$ cat src/rtl/tl_timer_if.sv
// ---------------------------------------------------------------------------
// tl_timer_if
//   Signal bundle between the traffic-light controller side and the interval
//   timer / car-sensor conditioner.
//
//   Signals:
//     st       start/restart timer pulse from the controller
//     car_raw  raw farm-road car sensor level (asynchronous to clk)
//     ts       short interval elapsed
//     tl       long interval elapsed
//     c        conditioned car-present level
//
//   Modports:
//     master   controller / stimulus side: drives st and car_raw, observes flags
//     slave    timer side: consumes st and car_raw, drives ts, tl and c
// ---------------------------------------------------------------------------
interface tl_timer_if;
    logic st;
    logic car_raw;
    logic ts;
    logic tl;
    logic c;

    modport master (
        output st,
        output car_raw,
        input  ts,
        input  tl,
        input  c
    );

    modport slave (
        input  st,
        input  car_raw,
        output ts,
        output tl,
        output c
    );
endinterface

$ cat src/rtl/tl_timer.sv
// ---------------------------------------------------------------------------
// tl_timer
//   Interval timer and car-sensor conditioner for the highway/farm
//   traffic-light controller.
//
//   Timer: a saturating counter restarted by st. ts flags that SHORT_CYCLES
//   edges have elapsed since the restart (or reset release), tl flags that
//   LONG_CYCLES edges have elapsed. Both are decoded from the counter register
//   only, so they carry no combinational path from any input.
//
//   Car path (optional, macro TL_DEBOUNCE_EN):
//     defined   car_raw -> 2-flop synchronizer -> debounce FSM -> registered c.
//               c only changes after the synchronized level has differed from
//               c for DB_CYCLES consecutive edges.
//     undefined c follows car_raw combinationally (clean simulation stimulus).
//
//   Ports:
//     clk    system clock, rising edge
//     reset  asynchronous active-high reset
//     bus    tl_timer_if.slave (st, car_raw in; ts, tl, c out)
//
//   Parameters:
//     SHORT_CYCLES  edges from restart until ts (>= 1)
//     LONG_CYCLES   edges from restart until tl (> SHORT_CYCLES, < 2**CW)
//     CW            counter width
//     DB_CYCLES     debounce stability window (>= 1), debounce build only
// ---------------------------------------------------------------------------
module tl_timer #(
    parameter int SHORT_CYCLES = 3,
    parameter int LONG_CYCLES  = 8,
    parameter int CW           = 4,
    parameter int DB_CYCLES    = 4
) (
    input  logic       clk,
    input  logic       reset,
    tl_timer_if.slave  bus
);

    // Reject parameter sets that would make the flags meaningless or let the
    // counter wrap before it saturates.
    if (SHORT_CYCLES < 1 || LONG_CYCLES <= SHORT_CYCLES ||
        LONG_CYCLES >= (1 << CW) || DB_CYCLES < 1) begin : g_bad_params
        $error("tl_timer: illegal parameter combination");
    end

    localparam logic [CW-1:0] SHORT_V = CW'(SHORT_CYCLES);
    localparam logic [CW-1:0] LONG_V  = CW'(LONG_CYCLES);

    // -----------------------------------------------------------------------
    // Interval counter: cleared by st, otherwise counts up and sticks at
    // LONG_CYCLES so the flags stay high until the next restart.
    // -----------------------------------------------------------------------
    logic [CW-1:0] cnt_reg;

    always_ff @(posedge clk or posedge reset) begin
        if (reset) begin
            cnt_reg <= '0;
        end else if (bus.st) begin
            cnt_reg <= '0;
        end else if (cnt_reg < LONG_V) begin
            cnt_reg <= cnt_reg + 1'b1;
        end
    end

    assign bus.ts = (cnt_reg >= SHORT_V);
    assign bus.tl = (cnt_reg >= LONG_V);

    // -----------------------------------------------------------------------
    // Car-sensor conditioning
    // -----------------------------------------------------------------------
`ifdef TL_DEBOUNCE_EN
    localparam int DBW = (DB_CYCLES < 2) ? 1 : $clog2(DB_CYCLES);
    localparam logic [DBW-1:0] DB_LAST = DBW'(DB_CYCLES - 1);

    typedef enum logic {
        IDLE_LO,
        IDLE_HI
    } db_state_t;

    logic      sync1_reg;
    logic      car_s_reg;
    db_state_t state_reg;
    logic [DBW-1:0] dbc_reg;
    logic      c_reg;

    // car_raw is asynchronous; two flops before anything decides on it.
    always_ff @(posedge clk or posedge reset) begin
        if (reset) begin
            sync1_reg <= 1'b0;
            car_s_reg <= 1'b0;
        end else begin
            sync1_reg <= bus.car_raw;
            car_s_reg <= sync1_reg;
        end
    end

    // dbc counts consecutive edges on which car_s disagrees with c. The edge
    // that would make the count reach DB_CYCLES flips c instead, so the flip
    // lands exactly DB_CYCLES disagreeing edges after the first one.
    always_ff @(posedge clk or posedge reset) begin
        if (reset) begin
            state_reg <= IDLE_LO;
            dbc_reg   <= '0;
            c_reg     <= 1'b0;
        end else begin
            case (state_reg)
                IDLE_LO: begin
                    if (car_s_reg) begin
                        if (dbc_reg == DB_LAST) begin
                            state_reg <= IDLE_HI;
                            c_reg     <= 1'b1;
                            dbc_reg   <= '0;
                        end else begin
                            dbc_reg   <= dbc_reg + 1'b1;
                        end
                    end else begin
                        dbc_reg <= '0;
                    end
                end
                IDLE_HI: begin
                    if (!car_s_reg) begin
                        if (dbc_reg == DB_LAST) begin
                            state_reg <= IDLE_LO;
                            c_reg     <= 1'b0;
                            dbc_reg   <= '0;
                        end else begin
                            dbc_reg   <= dbc_reg + 1'b1;
                        end
                    end else begin
                        dbc_reg <= '0;
                    end
                end
                default: begin
                    state_reg <= IDLE_LO;
                    dbc_reg   <= '0;
                    c_reg     <= 1'b0;
                end
            endcase
        end
    end

    assign bus.c = c_reg;
`else
    assign bus.c = bus.car_raw;
`endif

endmodule

$ cat src/flat_wrapper.sv
// flat-port wrapper written by rule: the top's interface ports become plain ports
module tl_timer_flat 
#(
    parameter int SHORT_CYCLES = 3,
    parameter int LONG_CYCLES  = 8,
    parameter int CW           = 4,
    parameter int DB_CYCLES    = 4
)
  (clk, reset, bus_st, bus_car_raw, bus_ts, bus_tl, bus_c);
  tl_timer_if bus_i ();
  input  logic clk;
  input  logic reset;
  input wire logic [$bits(bus_i.st)-1:0] bus_st;
  input wire logic [$bits(bus_i.car_raw)-1:0] bus_car_raw;
  output wire logic [$bits(bus_i.ts)-1:0] bus_ts;
  output wire logic [$bits(bus_i.tl)-1:0] bus_tl;
  output wire logic [$bits(bus_i.c)-1:0] bus_c;
  assign bus_i.st = bus_st;
  assign bus_i.car_raw = bus_car_raw;
  assign bus_ts = bus_i.ts;
  assign bus_tl = bus_i.tl;
  assign bus_c = bus_i.c;
  tl_timer #(.SHORT_CYCLES(SHORT_CYCLES), .LONG_CYCLES(LONG_CYCLES), .CW(CW), .DB_CYCLES(DB_CYCLES)) u_core (.clk(clk), .reset(reset), .bus(bus_i));
endmodule
$ cat config.mk
export PLATFORM = sky130hd
export DESIGN_NAME = tl_timer_flat
export DESIGN_NICKNAME = d
export VERILOG_FILES = /design/src/rtl/tl_timer_if.sv /design/src/rtl/tl_timer.sv /design/src/flat_wrapper.sv
export SDC_FILE = /design/constraint.sdc
export NUM_CORES = 1
export LEC_CHECK = 0
export ABC_AREA = 1
export CORE_AREA = 2 2 39 41
export CTS_CLUSTER_SIZE = 30
export DETAILED_ROUTE_END_ITERATION = 6
export DIE_AREA = 0 0 41 43
export SLEW_MARGIN = 20
export SYNTH_ARGS = -nofsm -noshare
export SYNTH_HDL_FRONTEND = slang
export SYNTH_SLANG_ARGS = --single-unit
$ cat constraint.sdc
create_clock -name clk -period 2 [get_ports clk]
set_input_delay 0.4 -clock clk [delete_from_list [all_inputs] [get_ports clk]]
set_output_delay 0.4 -clock clk [all_outputs]
set_load 0.03 [all_outputs]
; After elaboration in Yosys (flattened, before gate mapping)
; Index checks and enable logic that the tools add are counted.
[totals]
register_bits = 4
input_bits = 4
output_inout_bits = 3
word_cells = 8
[op_classes]
add_sub_neg = 1
n_lt_le_gt_ge = 3
muxes = 2
n_reduce_logical = 1
[ops]
columns = operator, count
row1 = $mux 4, 2
row2 = $add 4x1->4 const B, 1
row3 = $ge 4x2->1 const B, 1
row4 = $ge 4x4->1 const B, 1
row5 = $lt 4x4->1 const B, 1
row6 = $reduce_bool 2->1, 1

; Logic depth before layout (Yosys ltp)
; Gate-level depths: netlist of run 1.
[depth]
word_depth = 3
mapped_depth = 4
mapped_depth_nobuf = 4

; Worst setup path after synthesis of run 1
; Ideal clock, no wire load.
[synth_timing]
path_type = reg2out
from = reg u_core.cnt_reg[0]
to = out bus_ts
t_arrival_ns = 0.832
setup_slack_ns = 0.768
stages_incl_launch_ff = 4
cell_sequence = dfrtp_1 > ha_1 > inv_1 > nand2_1
[synth_between]
elab_chain_len = 1
[synth_lines]
columns = item, line_no
row1 = start: declaration, tl_timer.sv:53  ; logic [CW-1:0] cnt_reg;
row2 = start signal: assignment, tl_timer.sv:61  ; cnt_reg <= cnt_reg + 1'b1;
row3 = $ge 4x2->1, tl_timer.sv:65  ; assign bus.ts = (cnt_reg >= SHORT_V);
row4 = end: declaration, flat_wrapper.sv:15  ; output wire logic [$bits(bus_i.ts)-1:0] bus_ts;
; Every way passes these cells.

; Worst setup path after layout of run 1
[layout_timing]
from = reg u_core.cnt_reg[3]
to = out bus_tl
[layout_between]
elab_chain_len = 1
[layout_lines]
columns = item, line_no
row1 = $ge 4x4->1, tl_timer.sv:66  ; assign bus.tl = (cnt_reg >= LONG_V);
row2 = end: declaration, flat_wrapper.sv:16  ; output wire logic [$bits(bus_i.tl)-1:0] bus_tl;
; Every way passes these cells.

==> run_results.csv, run 1 <==
group,metric,value,unit
outcome,status,"completed",
global_routing,track_usage,0.0574,
power,p_leak,0.155,nW
setup_path,cp-endpoint,"bus_tl",
synthesis,synth_top_area_cell,"dfrtp_1",
synthesis,netlist_instances,27,
cts,cts_max_path_buffers,2,
synthesis,syn_area_per_cell,8.25,um2
detailed_routing,routed.top_layer,"met3",
cts,clock-sinks,4,
detailed_routing,postRouteAntennaNets,0,
timing,slew_violations,0,
cells_and_area,largest_reg_flops,4,
place,dpl_worst_slack,0.273,ns
setup_path,worst_setup_path_end_kind,"primary output",
setup_path,critPathBufInv,1,
timing,worst_pin_slew,0.312,ns
timing,fin_skew,0.00218,ns
timing,hold_viol_final,0,
cts,htreeDepth,1,
cts,cts_root_buffer,"clkbuf_4",
global_routing,grt_antenna_before_repair,0,
floorplan,ios,7,
detailed_routing,wl_per_cell,8.98,um
synthesis,synth.net_count,33,
global_routing,grt_max_degree,6,
synthesis,ys_ff_latch,4,
floorplan,die_h,43,um
place,place_hpwl,303,um
cts,postCtsHoldBufs,0,
setup_path,start_kind,"register",
cells_and_area,multiInputGateArea,88.8,um2
timing,finalCriticalPeriod,1.71,ns
detailed_routing,wl_met3,17,um
synthesis,ys_warn_count,0,
floorplan,die_width,41,um
global_routing,grt_overflow,0,
cells_and_area,diodes,0,
setup_path,reg2reg_from,"u_core.cnt_reg[0]",
global_routing,grt_first_pass_wirelength,586,um
setup_path,crit_type,"reg2out",
power,p_per_area,762,nW/um2
setup_path,crit_cells,1,
cts,clk_latency,0.23,ns
setup_path,rr_endpoint,"u_core.cnt_reg[1]",
global_routing,grt_pass1_vias,173,
synthesis,ys_types,12,
timing,final.period_utilization,0.857,
floorplan,dieArea,1760,um2
cells_and_area,syn_to_final_growth,33.1,%
timing,fin_setup_tns,0,ns
detailed_routing,drt_first_pass_iters,4,
floorplan,num_rows,14,
cts,cts_tree,"built",
cts,cts.clk_slew.worst_paths,0.04,ns
place,gp_congestion,0.661,
setup_path,path_cells,"clkdlybuf4s50_1",
detailed_routing,wl,431,um
place,portBuffers,4,
setup_path,critPathMaxStageDelay,0.69,ns
place,placedCellCount,45,
timing,timing.final.ws_setup,0.285,ns
detailed_routing,vias,174,
floorplan,initial_core_util,0.161,
cells_and_area,nFillCells,156,
synthesis,ys_top_cells_by_area,"dfrtp_1 (45%), ha_1 (11%), inv_1 (8.4%)",
detailed_routing,drt_iter0_markers,2,
setup_path,critPathArrivalTime,1.31,ns
detailed_routing,met1Wirelength,187,um
flow_run,maxCapViolCount,0,
setup_path,crit_slowest_cell,"clkdlybuf4s50_1",
cts,cts_made_buffers,3,
floorplan,core_area,1380,um2
setup_path,rr_worst_depth,4,
worst_hold_path,hold_class,"in2async",
synthesis,syn_area,223,um2
cts,cts_setup_buffers,0,
synthesis,yosysSeqAreaShare,0.449,
setup_path,path_delay_family,"buffers and inverters",
synthesis,synth_top_area_share,0.449,
timing,rsz0062_at_grt,"no",
timing,slew_headroom,0.792,
power,irDropWorstVdd,178,uV
detailed_routing,drc,0,
setup_path,cp-startpoint,"u_core.cnt_reg[3]",
setup_path,reg2reg_slack,0.98,ns
cells_and_area,drive_above_1_share,0.156,
cells_and_area,ff_latch_area,100,um2
timing,finalSetupViolCount,0,
timing,max_freq,0.583,GHz
cells_and_area,finalNonFillerCells,48,
setup_path,cp_max_fo,4,
setup_path,cp.required,1.60,ns
cells_and_area,nNetsFinal,40,
detailed_routing,route.met2.wl,225,um
detailed_routing,vias_per_cell,3.63,
repair_timing:
action / in CTS / in global routing
endpoints found under the hold margin: 0 / 0
resized for setup: 0 / 1
endpoints found under the setup margin: 0 / 1
cell usage in the layout (no fill, tap or decap), types with 2 or more instances in the layout:
master / instances
ha_1: 2
o21ai_0: 2
nor2_1: 2
nand2_1: 3
dfrtp_1: 4
clkbuf_4: 3
inv_1: 5
a21oi_1: 2
nand3_1: 3
clkdlybuf4s50_1: 3
power breakdown:
| part | internal (mW) | switching (mW) |
|---|---|---|
| registers | 0.0868 | 0.00543 |
| logic | 0.0141 | 0.0179 |
| clock network | 0.0672 | 0.0344 |
| total | 0.168 | 0.0578 |
cells in the mapped netlist (all sizes together):
cell type and n:
nand2 3, nand3 4, inv 6, buf 1, clkbuf 1, ha 2
nor2 2, dfrtp 4, o21ai 2, a21oi 2
kinds of logic (layout without fill, tap and decap cells):
logic type | after synthesis | after routing | synth area share
AND/OR/NAND/NOR | 9 | 9 | 0.197
buffers and inverters | 8 | 13 | 0.152
AO/OA/AOI/OAI | 4 | 4 | 0.0899
flip-flops | 4 | 4 | 0.449
adder cells (fa/ha/maj) | 2 | 2 | 0.112
stage by stage:
stage	instance area, um2	util	hold WS, ns	power, mW
CTS	294	0.212	0.344	0.233
global placement	272	0.196	0.561	0.124
detailed placement	272	0.196	0.575	0.126
finish	297	0.214	0.352	0.226
floorplan	223	-	0.166	0.116
global route	297	0.214	0.355	0.242
routing by layer:
metal,global-route usage,vias up
li1,-,93
met1,0.0455,78
met2,0.0781,3
met3,0.0157,0
met4,0.100,0
met5,0,-
area by class of cell:
class                   instances  share of cell area
clock buffers                   3              0.0759
inverters                       6              0.0759
multi-input cells              15               0.300
flip-flops and latches          4               0.338
well taps                      16              0.0675
repair buffers                  4               0.143
worst min path at each step:
stage	start	end
2_1_floorplan	reset	u_core.cnt_reg[0]
6_report	reset	u_core.cnt_reg[0]
3_3_place_gp	u_core.cnt_reg[1]	u_core.cnt_reg[3]
4_1_cts	reset	u_core.cnt_reg[2]
5_1_grt	reset	u_core.cnt_reg[3]
3_5_place_dp	u_core.cnt_reg[1]	u_core.cnt_reg[3]
Power figures use the tool's default switching activity.
==> inputs of run 2 (changes only) <==
--- a/config.mk
+++ b/config.mk
@@ -10,6 +10,7 @@
 export CTS_CLUSTER_SIZE = 30
 export DETAILED_ROUTE_END_ITERATION = 6
 export DIE_AREA = 0 0 41 43
+export MAX_ROUTING_LAYER = met4
 export SLEW_MARGIN = 20
 export SYNTH_ARGS = -nofsm -noshare
 export SYNTH_HDL_FRONTEND = slang
==> results of run 2 <==
No change in the layout: final DEF, timing and power equal those of run 1.
Main changes from that run: final weighted congestion in routability-driven placement 0.661 -> 0.667; overall routing resource usage 0.0574 -> 0.0588
